## config.mk

```make
export PLATFORM = sky130hd
export DESIGN_NAME = hazard_scoreboard_flat
export DESIGN_NICKNAME = d
export VERILOG_FILES = /design/src/rtl/hazard_scoreboard_if.sv /design/src/rtl/hazard_scoreboard.sv /design/src/flat_wrapper.sv
export SDC_FILE = /design/constraint.sdc
export NUM_CORES = 1
export LEC_CHECK = 0
export CORE_MARGIN = 1.5
export CORE_UTILIZATION = 51
export DETAILED_ROUTE_END_ITERATION = 8
export PLACE_DENSITY = 0.8
export SYNTH_ARGS = -nofsm -noshare
export SYNTH_HDL_FRONTEND = slang
export SYNTH_SLANG_ARGS = --single-unit
```

## constraint.sdc

```tcl
create_clock -name clk -period 2.7 [get_ports clk]
set_input_delay 0.54 -clock clk [delete_from_list [all_inputs] [get_ports clk]]
set_output_delay 0.54 -clock clk [all_outputs]
set_load 0.01 [all_outputs]
```

## src/rtl/hazard_scoreboard_if.sv

```systemverilog
// D-stage hazard interface: the decoder drives the D-stage fields and the scoreboard
// returns the stall decision.
interface hazard_scoreboard_if #(
  parameter int TW = 2,
  parameter int AW = 5
);
  logic [AW-1:0] d_rs;
  logic [AW-1:0] d_rt;
  logic          d_rs_use;
  logic          d_rt_use;
  logic [TW-1:0] d_tuse_rs;
  logic [TW-1:0] d_tuse_rt;
  logic [AW-1:0] d_a3;
  logic [TW-1:0] d_tnew;
  logic          d_md_start;
  logic          d_md_is_div;
  logic          d_md_use;
  logic          stall;
  logic [1:0]    stall_cause;
  logic          md_busy;

  modport master (
    output d_rs, d_rt, d_rs_use, d_rt_use, d_tuse_rs, d_tuse_rt,
           d_a3, d_tnew, d_md_start, d_md_is_div, d_md_use,
    input  stall, stall_cause, md_busy
  );

  modport slave (
    input  d_rs, d_rt, d_rs_use, d_rt_use, d_tuse_rs, d_tuse_rt,
           d_a3, d_tnew, d_md_start, d_md_is_div, d_md_use,
    output stall, stall_cause, md_busy
  );
endinterface

```

## src/rtl/hazard_scoreboard.sv

```systemverilog
// Stall controller: a shift-register scoreboard of in-flight destinations with decaying Tnew,
// plus a mult/div busy counter that holds HI/LO users in D.
module hazard_scoreboard #(
  parameter int DEPTH    = 3,
  parameter int TW       = 2,
  parameter int AW       = 5,
  parameter int MULT_LAT = 5,
  parameter int DIV_LAT  = 10,
  parameter int CW       = 4
) (
  input logic                clk,
  input logic                reset,
  hazard_scoreboard_if.slave sb
);
  localparam logic [CW-1:0] MULT_LOAD = CW'(MULT_LAT);
  localparam logic [CW-1:0] DIV_LOAD  = CW'(DIV_LAT);

  logic [AW-1:0] slot_a3   [DEPTH];
  logic [TW-1:0] slot_tnew [DEPTH];
  logic [CW-1:0] md_cnt;
  logic          rs_haz;
  logic          rt_haz;
  logic          rs_found;
  logic          rt_found;
  logic          reg_haz;
  logic          md_haz;
  logic          md_busy_i;
  logic          stall_i;

  // The lowest-index match is the youngest producer and shadows any older match.
  always_comb begin
    rs_haz   = 1'b0;
    rt_haz   = 1'b0;
    rs_found = 1'b0;
    rt_found = 1'b0;
    for (int i = 0; i < DEPTH; i++) begin
      if (!rs_found && slot_a3[i] == sb.d_rs) begin
        rs_found = 1'b1;
        rs_haz   = slot_tnew[i] > sb.d_tuse_rs;
      end
      if (!rt_found && slot_a3[i] == sb.d_rt) begin
        rt_found = 1'b1;
        rt_haz   = slot_tnew[i] > sb.d_tuse_rt;
      end
    end
    rs_haz = rs_haz & sb.d_rs_use & (sb.d_rs != '0);
    rt_haz = rt_haz & sb.d_rt_use & (sb.d_rt != '0);
  end

  assign reg_haz   = rs_haz | rt_haz;
  assign md_busy_i = (md_cnt != '0);
  assign md_haz    = sb.d_md_use & md_busy_i;
  assign stall_i   = reg_haz | md_haz;

  assign sb.stall       = stall_i;
  assign sb.stall_cause = {md_haz, reg_haz};
  assign sb.md_busy     = md_busy_i;

  // The scoreboard keeps shifting while stalled; only slot 0 takes the bubble.
  always_ff @(posedge clk or posedge reset) begin
    if (reset) begin
      for (int i = 0; i < DEPTH; i++) begin
        slot_a3[i]   <= '0;
        slot_tnew[i] <= '0;
      end
    end else begin
      slot_a3[0]   <= stall_i ? '0 : sb.d_a3;
      slot_tnew[0] <= stall_i ? '0 : sb.d_tnew;
      for (int i = 1; i < DEPTH; i++) begin
        slot_a3[i]   <= slot_a3[i-1];
        slot_tnew[i] <= (slot_tnew[i-1] == '0) ? '0 : slot_tnew[i-1] - 1'b1;
      end
    end
  end

  // A start while busy is itself an md user and stalls, so a reload never collides.
  always_ff @(posedge clk or posedge reset) begin
    if (reset) begin
      md_cnt <= '0;
    end else if (sb.d_md_start && !stall_i) begin
      md_cnt <= sb.d_md_is_div ? DIV_LOAD : MULT_LOAD;
    end else if (md_cnt != '0) begin
      md_cnt <= md_cnt - 1'b1;
    end
  end
endmodule
```

## src/flat_wrapper.sv

```systemverilog
// flat-port wrapper written by rule: the top's interface ports become plain ports
module hazard_scoreboard_flat 
#(
  parameter int DEPTH    = 3,
  parameter int TW       = 2,
  parameter int AW       = 5,
  parameter int MULT_LAT = 5,
  parameter int DIV_LAT  = 10,
  parameter int CW       = 4
)
  (clk, reset, sb_d_rs, sb_d_rt, sb_d_rs_use, sb_d_rt_use, sb_d_tuse_rs, sb_d_tuse_rt, sb_d_a3, sb_d_tnew, sb_d_md_start, sb_d_md_is_div, sb_d_md_use, sb_stall, sb_stall_cause, sb_md_busy);
  hazard_scoreboard_if #(.TW(TW), .AW(AW)) sb_i ();
  input logic clk;
  input logic reset;
  input wire logic [$bits(sb_i.d_rs)-1:0] sb_d_rs;
  input wire logic [$bits(sb_i.d_rt)-1:0] sb_d_rt;
  input wire logic [$bits(sb_i.d_rs_use)-1:0] sb_d_rs_use;
  input wire logic [$bits(sb_i.d_rt_use)-1:0] sb_d_rt_use;
  input wire logic [$bits(sb_i.d_tuse_rs)-1:0] sb_d_tuse_rs;
  input wire logic [$bits(sb_i.d_tuse_rt)-1:0] sb_d_tuse_rt;
  input wire logic [$bits(sb_i.d_a3)-1:0] sb_d_a3;
  input wire logic [$bits(sb_i.d_tnew)-1:0] sb_d_tnew;
  input wire logic [$bits(sb_i.d_md_start)-1:0] sb_d_md_start;
  input wire logic [$bits(sb_i.d_md_is_div)-1:0] sb_d_md_is_div;
  input wire logic [$bits(sb_i.d_md_use)-1:0] sb_d_md_use;
  output wire logic [$bits(sb_i.stall)-1:0] sb_stall;
  output wire logic [$bits(sb_i.stall_cause)-1:0] sb_stall_cause;
  output wire logic [$bits(sb_i.md_busy)-1:0] sb_md_busy;
  assign sb_i.d_rs = sb_d_rs;
  assign sb_i.d_rt = sb_d_rt;
  assign sb_i.d_rs_use = sb_d_rs_use;
  assign sb_i.d_rt_use = sb_d_rt_use;
  assign sb_i.d_tuse_rs = sb_d_tuse_rs;
  assign sb_i.d_tuse_rt = sb_d_tuse_rt;
  assign sb_i.d_a3 = sb_d_a3;
  assign sb_i.d_tnew = sb_d_tnew;
  assign sb_i.d_md_start = sb_d_md_start;
  assign sb_i.d_md_is_div = sb_d_md_is_div;
  assign sb_i.d_md_use = sb_d_md_use;
  assign sb_stall = sb_i.stall;
  assign sb_stall_cause = sb_i.stall_cause;
  assign sb_md_busy = sb_i.md_busy;
  hazard_scoreboard #(.DEPTH(DEPTH), .TW(TW), .AW(AW), .MULT_LAT(MULT_LAT), .DIV_LAT(DIV_LAT), .CW(CW)) u_core (.clk(clk), .reset(reset), .sb(sb_i));
endmodule
```

==> impl_metrics.csv <==
group,metric,value,unit
sta,slew_headroom,75.3,%
sta,tightest_slew,0.370,ns
worst_setup_path,crit_type,"input port to output port",
route,first_iter_violations,28,
floorplanning,die_y,58.5,um
worst_hold_path,hold_class,"flop to flop",
sta,rsz0062_at_grt,"true",
route,wl_per_cell,15.7,um
route,vias,1304,
worst_setup_path,ff2ff_setup_slack,0.37,ns
final_layout,regArea,627,um2
sta,timing.fmax,373,MHz
final_layout,fin_area,2210,um2
placement,postPlaceCellArea,2050,um2
final_layout,final_util,78.1,%
route,drc,0,
sta,drv_slew,0,
clock_network,cts_sinks,25,
route,viasPerCell,5.32,
grt,grt_usage,23.7,%
final_layout,n_fill_cell,176,
floorplanning,start_util,55.5,%
clock_network,root_buffer,"clkbuf_4",
worst_setup_path,worst-path-max-fanout,4,
status,status,"finished clean",
placement,place.gp.congestion,0.880,
final_layout,drive_above_1_share,23.8,%
power_and_ir_drop,vdd_drop_max,441,uV
placement,portBuffers,31,
clock_network,clk_pin_slew,0.14,ns
worst_setup_path,crit_required,2.16,ns
sta,post-route-period-util,99.2,%
placement,hpwl,2.86,mm
clock_network,numCtsBuffers,3,
final_layout,multi_input_area,971,um2
clock_network,worstSkewPairLatency,0.31,ns
yosys,synth_nets,198,
floorplanning,die_area,3420,um2
yosys,ys_ff_latch,25,
yosys,synth_edf_count,0,
grt,overflow,0,
sta,finalHoldViolCount,0,
yosys,synthTopCellsByCount,"25 x dfrtp_1, 18 x xor2_1, 16 x inv_1, 14 x ha_1, 14 x xnor2_1",
clock_network,cts_tree,"yes",
grt,antenna_found_initial,0,
power_and_ir_drop,power_density,533,nW/um2
clock_network,hold_buffers,0,
floorplanning,fp.dieW,58.5,um
grt,grt_max_degree,26,
yosys,synth_area,1570,um2
yosys,yosysTopAreaCell,"dfrtp_1",
yosys,synthArstFlopShare,100,%
grt,grt_pass1_wl,6.10,mm
yosys,syn-instance-count,156,
floorplanning,rows,19,
route,first_pass_iters,4,
grt,grt_pass1_vias,1391,
worst_setup_path,critPathLaunchType,"input port",
yosys,ys_top_cells_by_area,"dfrtp_1 40%, ha_1 11%, xor2_1 10%, xnor2_1 7.8%, inv_1 3.8%",
run,maxCapViolations,0,
worst_setup_path,arrival,2.14,ns
final_layout,area_delta_synth_final,40.6,%
power_and_ir_drop,p_leak,1.08,nW
yosys,avgSynthCellArea,10.1,um2
final_layout,nNetsFinal,257,
final_layout,n_antenna_cell,0,
yosys,yosysSeqAreaShare,39.8,%
route,ant_nets,0,
worst_setup_path,cp-end-kind,"output port",
floorplanning,io_pins,32,
power_and_ir_drop,power,1.18,mW
clock_network,clockBufferDepth,2,
sta,finClkSkew,0.00320,ns
yosys,ys_types,30,
yosys,ys_warn_count,0,
floorplanning,core,2830,um2
sta,fin_crit,2.68,ns
route,wl,3.85,mm
yosys,synth_top_flop_cell,"dfrtp_1",
yosys,synth_top_cell_area_share,39.8,%
sta,finalSetupViolCount,0,
clock_network,htreeDepth,1,
yosys,yosysMostFrequentCell,"dfrtp_1",
state kept, by name, summed over array words and instances (netlist names):
name and flops:
u_core.slot_tnew 6, u_core.md_cnt 4, u_core.slot_a3 15
what timing repair did:
item	in CTS	in global routing
pin swaps	9	9
endpoints found under the setup margin	2	2
buffers inserted	3	3
gates resized for setup	39	11
layout by cell type (no fill, tap or decap), types with 3 or more instances in the layout:
| master | Yosys | layout |
|---|---|---|
| nor2b_1 | 8 | 5 |
| inv_1 | 16 | 14 |
| buf_6 | 0 | 3 |
| ha_1 | 14 | 10 |
| clkbuf_4 | 0 | 3 |
| and2_1 | 4 | 4 |
| buf_4 | 2 | 24 |
| dfrtp_1 | 25 | 24 |
| xor2_1 | 18 | 18 |
| xnor2_1 | 14 | 14 |
| dlygate4sd2_1 | 0 | 12 |
| clkdlybuf4s50_1 | 0 | 15 |
| nor2_1 | 11 | 11 |
| ha_4 | 0 | 4 |
| nand2_1 | 10 | 9 |
| nor3_1 | 5 | 4 |
worst max-delay path: stages:
cell and delay, ns:
dlygate4sd2_1 0.30, xor2_1 0.19, nor4_2 0.35, a211oi_2 0.15
o31ai_4 0.35, nand3_4 0.12, buf_6 0.14
cell type report:
type / count / share of cell area (%)
Clock buffer: 3 / 1.02
Clock inverter: 1 / 0.227
Inverter: 16 / 2.72
Multi-Input combinational cell: 113 / 44.0
Sequential cell: 25 / 28.4
Tap cell: 31 / 1.76
Timing Repair Buffer: 56 / 21.9
kinds of logic after synthesis:
logic type,share of synthesized area [%]
AND/OR/NAND/NOR,15.7
flip-flops,39.8
multiplexers,2.71
adder cells (fa/ha/maj),11.2
AO/OA/AOI/OAI,7.97
XOR/XNOR,17.8
buffers and inverters,4.78
through the flow:
stage	setup WS (ns)	TNS [ns]	hold WS [ns]	std cells
2_1_floorplan	0.161	0	0.408	156
3_3_place_gp	-0.640	-1.90	0.424	235
3_5_place_dp	-0.698	-2.20	0.435	235
4_1_cts	0.0108	0	0.457	242
5_1_grt	-0.0538	-0.0741	0.488	245
6_report	0.0220	0	0.465	245
worst paths after layout:
path | startpoint | endpoint | cells past startpoint
hold / removal | u_core.slot_tnew[2]$_DFF_PP0_ | u_core.slot_tnew[0]$_DFF_PP0_ | 1
max in group asynchronous | reset | u_core.slot_tnew[3]$_DFF_PP0_ | 3
hold reg to reg | u_core.slot_tnew[2]$_DFF_PP0_ | u_core.slot_tnew[0]$_DFF_PP0_ | 1
setup / recovery | sb_d_rs[2] | sb_stall | 7
min in group asynchronous | reset | u_core.slot_a3[1]$_DFF_PP0_ | 3
setup reg to reg | u_core.slot_tnew[1]$_DFF_PP0_ | u_core.md_cnt[1]$_DFFE_PP0P_ | 10
layer usage:
metal / up-vias / track usage (%) / wire (um)
li1: 636 / - / -
met1: 622 / 28.7 / 1550
met2: 36 / 43.5 / 2080
met3: 10 / 2.86 / 142
met4: 0 / 7.64 / 86
met5: - / 0 / 0
where the power goes:
group	switching [mW]	leakage [nW]	internal [mW]
logic	0.224	0.748	0.261
clock network	0.111	0.0177	0.0553
registers	0.0773	0.319	0.448
Power figures use the tool's default switching activity.
